[config.mk]
export PLATFORM = sky130hd
export DESIGN_NAME = alu_sched
export DESIGN_NICKNAME = d
export VERILOG_FILES = /design/src/rtl/alu_pkg.sv /design/src/rtl/alu_sched_rr_arb2.sv /design/src/rtl/alu_sched.sv
export SDC_FILE = /design/constraint.sdc
export NUM_CORES = 1
export LEC_CHECK = 0
export CAP_MARGIN = 25
export CORE_MARGIN = 2
export CORE_UTILIZATION = 35
export CTS_BUF_LIST = sky130_fd_sc_hd__clkbuf_16
export DETAILED_ROUTE_END_ITERATION = 10
export PLACE_DENSITY = 0.83
export SYNTH_ARGS = -nofsm -noshare
export SYNTH_HDL_FRONTEND = slang
export SYNTH_SLANG_ARGS = --single-unit
[constraint.sdc]
create_clock -name clk -period 2.7 [get_ports clk]
set_input_delay 0.405 -clock clk [delete_from_list [all_inputs] [get_ports clk]]
set_output_delay 0.405 -clock clk [all_outputs]
set_load 0.01 [all_outputs]
[src/rtl/alu_pkg.sv]
// Shared encodings and state type for the two-port ALU scheduler.
// Flag bit positions describe the {N,Z,C,V} layout of alu_flags/rsp_flags/flags_q.
package alu_pkg;

    localparam logic [2:0] OP_ADD = 3'b000;
    localparam logic [2:0] OP_SUB = 3'b001;
    localparam logic [2:0] OP_AND = 3'b010;
    localparam logic [2:0] OP_OR  = 3'b011;
    localparam logic [2:0] OP_MUL = 3'b100;
    localparam logic [2:0] OP_MOV = 3'b101;
    localparam logic [2:0] OP_BNE = 3'b110;
    localparam logic [2:0] OP_ILL = 3'b111;

    localparam int FLG_N = 3;
    localparam int FLG_Z = 2;
    localparam int FLG_C = 1;
    localparam int FLG_V = 0;

    typedef enum logic [1:0] {
        IDLE = 2'd0,
        EXEC = 2'd1,
        RESP = 2'd2
    } sched_state_t;

    function automatic logic is_illegal(input logic [2:0] sel);
        return sel == OP_ILL;
    endfunction

endpackage

[src/rtl/alu_sched_rr_arb2.sv]
// Two-way round-robin grant: with both requesters valid, the one that did not
// win last time is chosen; a lone valid requester always wins.
module rr_arb2 (
    input  logic i_valid0,
    input  logic i_valid1,
    input  logic i_rr_last,
    output logic o_gnt_any,
    output logic o_gnt_id
);

    always_comb begin
        o_gnt_any = i_valid0 | i_valid1;
        if (i_valid0 && i_valid1) begin
            o_gnt_id = ~i_rr_last;
        end else begin
            o_gnt_id = i_valid1;
        end
    end

endmodule

[src/rtl/alu_sched.sv]
// Shares one external combinational ALU between two issue ports: round-robin
// accept, registered operand stage, registered response stage, NZCV register.
module alu_sched
    import alu_pkg::*;
#(
    parameter int N = 16
) (
    input  logic           clk,
    input  logic           rst,
    input  logic           req0_valid,
    output logic           req0_ready,
    input  logic [N-1:0]   req0_a,
    input  logic [N-1:0]   req0_b,
    input  logic [2:0]     req0_sel,
    input  logic           req0_setf,
    input  logic           req1_valid,
    output logic           req1_ready,
    input  logic [N-1:0]   req1_a,
    input  logic [N-1:0]   req1_b,
    input  logic [2:0]     req1_sel,
    input  logic           req1_setf,
    output logic [N-1:0]   alu_a,
    output logic [N-1:0]   alu_b,
    output logic [2:0]     alu_sel,
    input  logic [2*N-1:0] alu_result,
    input  logic [3:0]     alu_flags,
    output logic           rsp_valid,
    input  logic           rsp_ready,
    output logic           rsp_id,
    output logic [2*N-1:0] rsp_result,
    output logic [3:0]     rsp_flags,
    output logic           rsp_err,
    output logic [3:0]     flags_q,
    output logic [1:0]     dbg_state
);

    // Handshake: a transfer happens on a rising edge where valid and ready are
    // both high; requesters hold operands while valid&!ready, consumer likewise.
    sched_state_t   r_state;
    logic           r_rr_last;
    logic [N-1:0]   r_a;
    logic [N-1:0]   r_b;
    logic [2:0]     r_sel;
    logic           r_setf;
    logic           r_id;
    logic           r_rsp_valid;
    logic           r_rsp_id;
    logic [2*N-1:0] r_rsp_result;
    logic [3:0]     r_rsp_flags;
    logic           r_rsp_err;
    logic [3:0]     r_flags_q;

    logic w_can_accept;
    logic w_gnt_any;
    logic w_gnt_id;
    logic w_accept;

    rr_arb2 u_arb (
        .i_valid0  (req0_valid),
        .i_valid1  (req1_valid),
        .i_rr_last (r_rr_last),
        .o_gnt_any (w_gnt_any),
        .o_gnt_id  (w_gnt_id)
    );

    assign w_can_accept = (r_state == IDLE) || ((r_state == RESP) && rsp_ready);
    assign w_accept     = w_can_accept && w_gnt_any;
    assign req0_ready   = w_accept && !w_gnt_id;
    assign req1_ready   = w_accept && w_gnt_id;

    always_ff @(posedge clk or posedge rst) begin
        if (rst) begin
            r_state      <= IDLE;
            r_rr_last    <= 1'b1;
            r_a          <= '0;
            r_b          <= '0;
            r_sel        <= '0;
            r_setf       <= 1'b0;
            r_id         <= 1'b0;
            r_rsp_valid  <= 1'b0;
            r_rsp_id     <= 1'b0;
            r_rsp_result <= '0;
            r_rsp_flags  <= '0;
            r_rsp_err    <= 1'b0;
            r_flags_q    <= '0;
        end else begin
            // Accept is only possible in IDLE, or in RESP while the old response leaves.
            if (w_accept) begin
                r_a       <= w_gnt_id ? req1_a    : req0_a;
                r_b       <= w_gnt_id ? req1_b    : req0_b;
                r_sel     <= w_gnt_id ? req1_sel  : req0_sel;
                r_setf    <= w_gnt_id ? req1_setf : req0_setf;
                r_id      <= w_gnt_id;
                r_rr_last <= w_gnt_id;
            end
            case (r_state)
                IDLE: begin
                    if (w_accept) r_state <= EXEC;
                end
                EXEC: begin
                    r_rsp_valid <= 1'b1;
                    r_rsp_id    <= r_id;
                    if (is_illegal(r_sel)) begin
                        r_rsp_result <= '0;
                        r_rsp_flags  <= '0;
                        r_rsp_err    <= 1'b1;
                    end else begin
                        r_rsp_result <= alu_result;
                        r_rsp_flags  <= alu_flags;
                        r_rsp_err    <= 1'b0;
                        if (r_setf) r_flags_q <= alu_flags;
                    end
                    r_state <= RESP;
                end
                RESP: begin
                    if (rsp_ready) begin
                        r_rsp_valid <= 1'b0;
                        r_state     <= w_accept ? EXEC : IDLE;
                    end
                end
                default: r_state <= IDLE;
            endcase
        end
    end

    assign alu_a      = r_a;
    assign alu_b      = r_b;
    assign alu_sel    = r_sel;
    assign rsp_valid  = r_rsp_valid;
    assign rsp_id     = r_rsp_id;
    assign rsp_result = r_rsp_result;
    assign rsp_flags  = r_rsp_flags;
    assign rsp_err    = r_rsp_err;
    assign flags_q    = r_flags_q;
    assign dbg_state  = r_state;

endmodule

-- Word level (Yosys, flattened, before mapping)
Index checks and enable logic that the tools add are counted.
- bitwise logic cells: 3
- reductions and logical operators: 12
- multiplexer cells: 14
- equality and inequality tests: 5
- operators with widths (kind ; count):
    16-bit 2-to-1 mux ; 2
    32-bit 2-to-1 mux ; 1
    2-bit one-hot mux with 3 select lines ; 1
    1-bit logical AND ; 5
    1-bit 2-to-1 mux ; 5
    2-bit 2-to-1 mux ; 2
    4-bit 2-to-1 mux ; 1
    2-bit != test (second input constant) ; 2
    2-bit AND reduction ; 2
    3-bit == test (second input constant) ; 1
    3-bit 2-to-1 mux ; 1
    3-bit AND reduction ; 1
    2-bit by 1-bit == test with 1-bit output (second input constant) ; 1
    2-bit == test (second input constant) ; 1
    2-bit zero test ; 1
    1-bit NOT ; 2
    1-bit one-hot mux with 2 select lines ; 1
    2-bit nonzero test ; 1
    1-bit zero test ; 1
    1-bit logical OR ; 1
    1-bit bitwise OR ; 1
- bits of input ports: 113
- register bits: 83
- word-level logic and storage cells: 47
- output and inout bits: 82

-- Logic depth before layout (Yosys ltp)
Gate-level depths: netlist of the first run.
- depth in word-level cells: 7
- depth in mapped cells: 6
- mapped depth without buffers: 3

-- Hierarchy
From an unflattened synthesis of the first run, not the netlist that was laid out.
- cells, all modules: 233
- area, all modules: 3702.3 um2
- by module, submodules not included (module ; area each (um2) ; cells an instance ; seq. area each (um2) ; times used):
    alu_sched ; 3688.5 ; 231 ; 2078.2 ; 1
    rr_arb2 ; 13.8 ; 2 ; 0.0 ; 1

-- Worst setup path after synthesis of the first run
No wires, ideal clock.
- path type: reg2out
- from: register r_state[0], in the netlist dbg_state[0]
- to: output req0_ready
- data required time: 2295 ps
- setup slack: 995 ps
- buffers on the path: 2
- cell stages (with the launch flop): 4
- data arrival time: 1300 ps
- cells stage by stage: dfrtp_1 -> buf_2 -> nor4b_4 -> buf_6
- word-level cells in the longest chain between the ends: 5
- elaborated cells on any way between the ends: 6
- classes of those cells: eq/ne (1); reduce/logical (5)
- ends and longest elaborated chain (element ; line ; text):
    start: declaration ; alu_sched.sv:39 ; sched_state_t r_state;
    start signal: assignment ; alu_sched.sv:118 ; r_state <= w_accept ? EXEC : IDLE;
    2-bit == test ; alu_sched.sv:66 ; assign w_can_accept = (r_state == IDLE) || ((r_state == RESP) && rsp_ready);
    1-bit logical AND ; alu_sched.sv:66 ;
    1-bit logical OR (*) ; alu_sched.sv:66 ;
    1-bit logical AND (*) ; alu_sched.sv:67 ; assign w_accept = w_can_accept && w_gnt_any;
    1-bit logical AND (*) ; alu_sched.sv:68 ; assign req0_ready = w_accept && !w_gnt_id;
    end: declaration ; alu_sched.sv:11 ; output logic req0_ready,
Every way passes the cells marked *; elsewhere a longest branch is shown, timed or not.

-- Worst setup path in the final report of the first run
- from: input rsp_ready
- to: output req1_ready
- word-level cells in the longest chain between the ends: 4
- ends and longest elaborated chain (element ; line ; text):
    start: declaration ; alu_sched.sv:28 ; input logic rsp_ready,
    1-bit logical AND ; alu_sched.sv:66 ;
    1-bit logical OR ; alu_sched.sv:66 ;
    1-bit logical AND ; alu_sched.sv:67 ;
    1-bit logical AND ; alu_sched.sv:69 ; assign req1_ready = w_accept && w_gnt_id;
    end: declaration ; alu_sched.sv:17 ; output logic req1_ready,
No other way between the ends.

==> impl_metrics.yaml, run 1 <==
hold_path:
  min_from: "r_id$_DFFE_PP0P_"
  min_to: "r_id$_DFFE_PP0P_"
  min-delay-path-class: "register to register"
  timing.hold.worst_path_depth: 1
detailed_routing:
  postRouteWirelength_um: 10900
  post-route-drc-count: 0
  wire_per_inst_um: 19.1
  detailedRoute.firstIterationViolations: 97
  post_drt_via_cell_ratio: 5.37
  antenna_violating_nets_post_route: 0
  first_pass_iters: 4
  routed-via-count: 3063
timing:
  final.setup.tns_ns: 0
  relSlewSlack_pct: 55.5
  final.min_clock_period_ns: 2.44
  finalHoldViolCount: 0
  worst-slew-pin-transition_ns: 0.667
  final.setup_skew_ns: 0.00999
  fmax_mhz: 410
  unrepaired_setup_endpoints_after_global_routing: "false"
  final_max_slew_viol_count: 0
  setup_viol_count_final: 0
  timing.final.crit_share_pct: 90.3
power_and_ir_drop:
  power.ir.vdd_worst_uv: 419
  p_comb_share_pct: 48.3
  power_switching_share_pct: 33.4
  net-switching-power_uw: 2180
  power.density_cell_area_nw_per_um2: 1120
  power_frac_seq_pct: 34.5
  cellInternalPower_uw: 4340
  relative_contribution_of_the_clock_network_to_total_power_pct: 17.1
  static-leakage-power_uw: 0.00238
clock_network:
  clockRootBuffer: "sky130_fd_sc_hd__clkbuf_16"
  post-cts-setup-buffers: 0
  tritoncts: "built"
  clock_tree_buf_depth: 2
  cts-hold-fix-buffers: 0
  clk_latency_worst_skew_pair_ns: 0.33
  clk_pin_slew_ns: 0.06
  cts.sinks: 83
  tritoncts.num_buffers: 9
  postCtsResizedCells: 0
  h-tree-depth: 3
grt:
  vias_in_the_first_global_route: 3333
  grt-ovfl-total: 0
  grt_first_pass_wirelength_um: 17300
  gr-usage-met2_pct: 35.0
  grtUsageTotal_pct: 20.1
  gr-max-usage-layer: "met2"
  met3_track_demand_over_resource_in_global_routing_pct: 6.02
  use_met1_pct: 23.5
  antenna_found_initial: 0
  grt_start_max_net_pins: 47
layout:
  layout.cells.most_common: "sky130_fd_sc_hd__clkdlybuf4s50_1"
  area_delta_synth_final_pct: 64.5
  mostFrequentLayoutCells: "sky130_fd_sc_hd__clkdlybuf4s50_1, sky130_fd_sc_hd__dfrtp_1, sky130_fd_sc_hd__o31a_1, sky130_fd_sc_hd__a221o_1, sky130_fd_sc_hd__a22o_1"
  finish.net_count: 545
  layout_cell_share_with_drive_strength_beyond_1_pct: 8.70
  finalCoreUtilization_pct: 59.4
  antenna_cells: 0
setup_path:
  timing.critical_path.arrival_ns: 2.03
  worstPathRequired_ns: 2.30
  worstReg2RegEnd: "flags_q[0]$_DFFE_PP0P_"
  critical_path_class: "input pin to output port"
  critPathMaxFanout: 4
  ff2ff_path_depth: 4
  timing.rr.start: "dbg_state[0]$_DFFE_PP0P_"
  critical_path.endpoint_type: "output port"
  startpoint_type_of_the_worst_setup_path: "input pin"
  ff2ff_setup_slack_ns: 0.59
job:
  maxCapViolations: 0
placed_design:
  place.port_buffers: 194
  routabilityCongestion: 0.787
  detailed_place_hpwl_um: 7720
outcome:
  run_status: "finished, final reports clean"
synthesis:
  synth.lib_cells_used.distinct: 26
  synth.cell_area_sq_um: 3530
  yosys_warnings: 0
  ys_seq_elements: 83
  net_count_after_synthesis: 359
  synthesis.area_per_instance_sq_um: 14.3
  synth.yosys.seq_area_share_pct: 58.9
  synth_cells: 246
die:
  io_pins: 195
  dieWidth_um: 104
  core_region_area_sq_um: 9770
  start_util_pct: 36.1
  dieArea_sq_um: 10900
  die-height_um: 104
  floorplan.rows: 36
==> layer usage <==
| metal | wire length, um | up-vias | part of all wire (%) |
|---|---|---|---|
| met5 | 0 | - | 0 |
| met4 | 182 | 0 | 1.7 |
| met3 | 847 | 17 | 7.8 |
| met2 | 5400 | 158 | 50 |
| met1 | 4470 | 1521 | 41 |
| li1 | - | 1367 | - |
==> worst max-delay path, cell delays in order <==
cell                              delay (ns)
sky130_fd_sc_hd__clkdlybuf4s50_1        0.53
sky130_fd_sc_hd__nor2b_4                0.08
sky130_fd_sc_hd__a2111oi_4              0.41
sky130_fd_sc_hd__clkdlybuf4s50_1        0.61
==> synth_stat cells, drive strengths merged <==
cell type	number	area share [%]
dfrtp	82	58
a311oi	1	0.74
mux2	5	2.0
a21oi	3	0.43
clkbuf	6	0.64
a221o	36	10
dfstp	1	0.74
a2111oi	1	0.78
buf	21	4.6
a31oi	1	0.60
a21o	2	0.43
or3	1	0.18
inv	7	0.74
a22o	36	8.9
nor2b	2	0.57
o31a	36	8.9
nor2	1	0.11
o21ai	1	0.14
nand2	1	0.11
nor4b	1	0.67
nand2b	1	0.25
==> sequential cells by signal, summed over array words and instances (netlist names) <==
signal and flops:
alu_a 16, alu_b 16, alu_sel 3, dbg_state 2, flags_q 4, r_id 1
r_rr_last 1, r_setf 1, rsp_err 1, rsp_flags 4, rsp_id 1, rsp_result 32
rsp_valid 1
==> per-stage QoR <==
step	instances	instance area [sq um]	setup slack [ns]	hold slack, ns	power (uW)
after floorplan	246	3530	0.160	0.443	3820
after global placement	554	5530	0.237	0.457	5340
after detailed placement	554	5530	0.226	0.464	5450
after CTS	570	5800	0.225	0.475	6600
after global routing	570	5800	0.187	0.492	6890
final	570	5800	0.263	0.473	6530
==> cell type report <==
| cell class | count | area (sq um) |
|---|---|---|
| fill | 812 | 3970 |
| sequential | 83 | 2080 |
| timing repair buffer | 202 | 2010 |
| multi-input combinational | 129 | 1240 |
| clock buffer | 9 | 225 |
| tap | 133 | 166 |
| clock inverter | 7 | 50.0 |
| inverter | 7 | 27.5 |
==> how the worst max path moves through the flow <==
stage / from / to / slack (ns) / cells after the start
global placement: rsp_ready / req1_ready / 0.24 / 4
detailed placement: rsp_ready / req1_ready / 0.23 / 4
global route: rsp_ready / req1_ready / 0.19 / 4
finish: rsp_ready / req1_ready / 0.26 / 4
CTS: rsp_ready / req1_ready / 0.22 / 4
floorplan: rst / alu_a[0]$_DFFE_PP0P_ / 0.16 / 1
==> logic make-up (layout without fill, tap and decap cells) <==
kind of cell | after synthesis | count (layout) | synth area share (%)
buffers and inverters | 34 | 225 | 5.99
AO/OA/AOI/OAI | 117 | 117 | 31.2
AND/OR/NAND/NOR | 7 | 7 | 1.88
flip-flops | 83 | 83 | 58.9
multiplexers | 5 | 5 | 2.02
==> power by group through the flow <==
stage                     Combinational, uW  Sequential [uW]  Clock [uW]
final                                  3150             2250        1120
after global routing                   3360             2330        1200
after CTS                              3190             2260        1150
after detailed placement               3170             2270           0
after global placement                 3100             2240           0
after floorplan                        1350             2480           0
Power figures use the tool's default switching activity.
==> run 2: changes to the inputs <==
Settings changed: SLEW_MARGIN from default to 0.
==> results of run 2 <==
No change in the layout: final DEF, timing and power equal those of run 1.
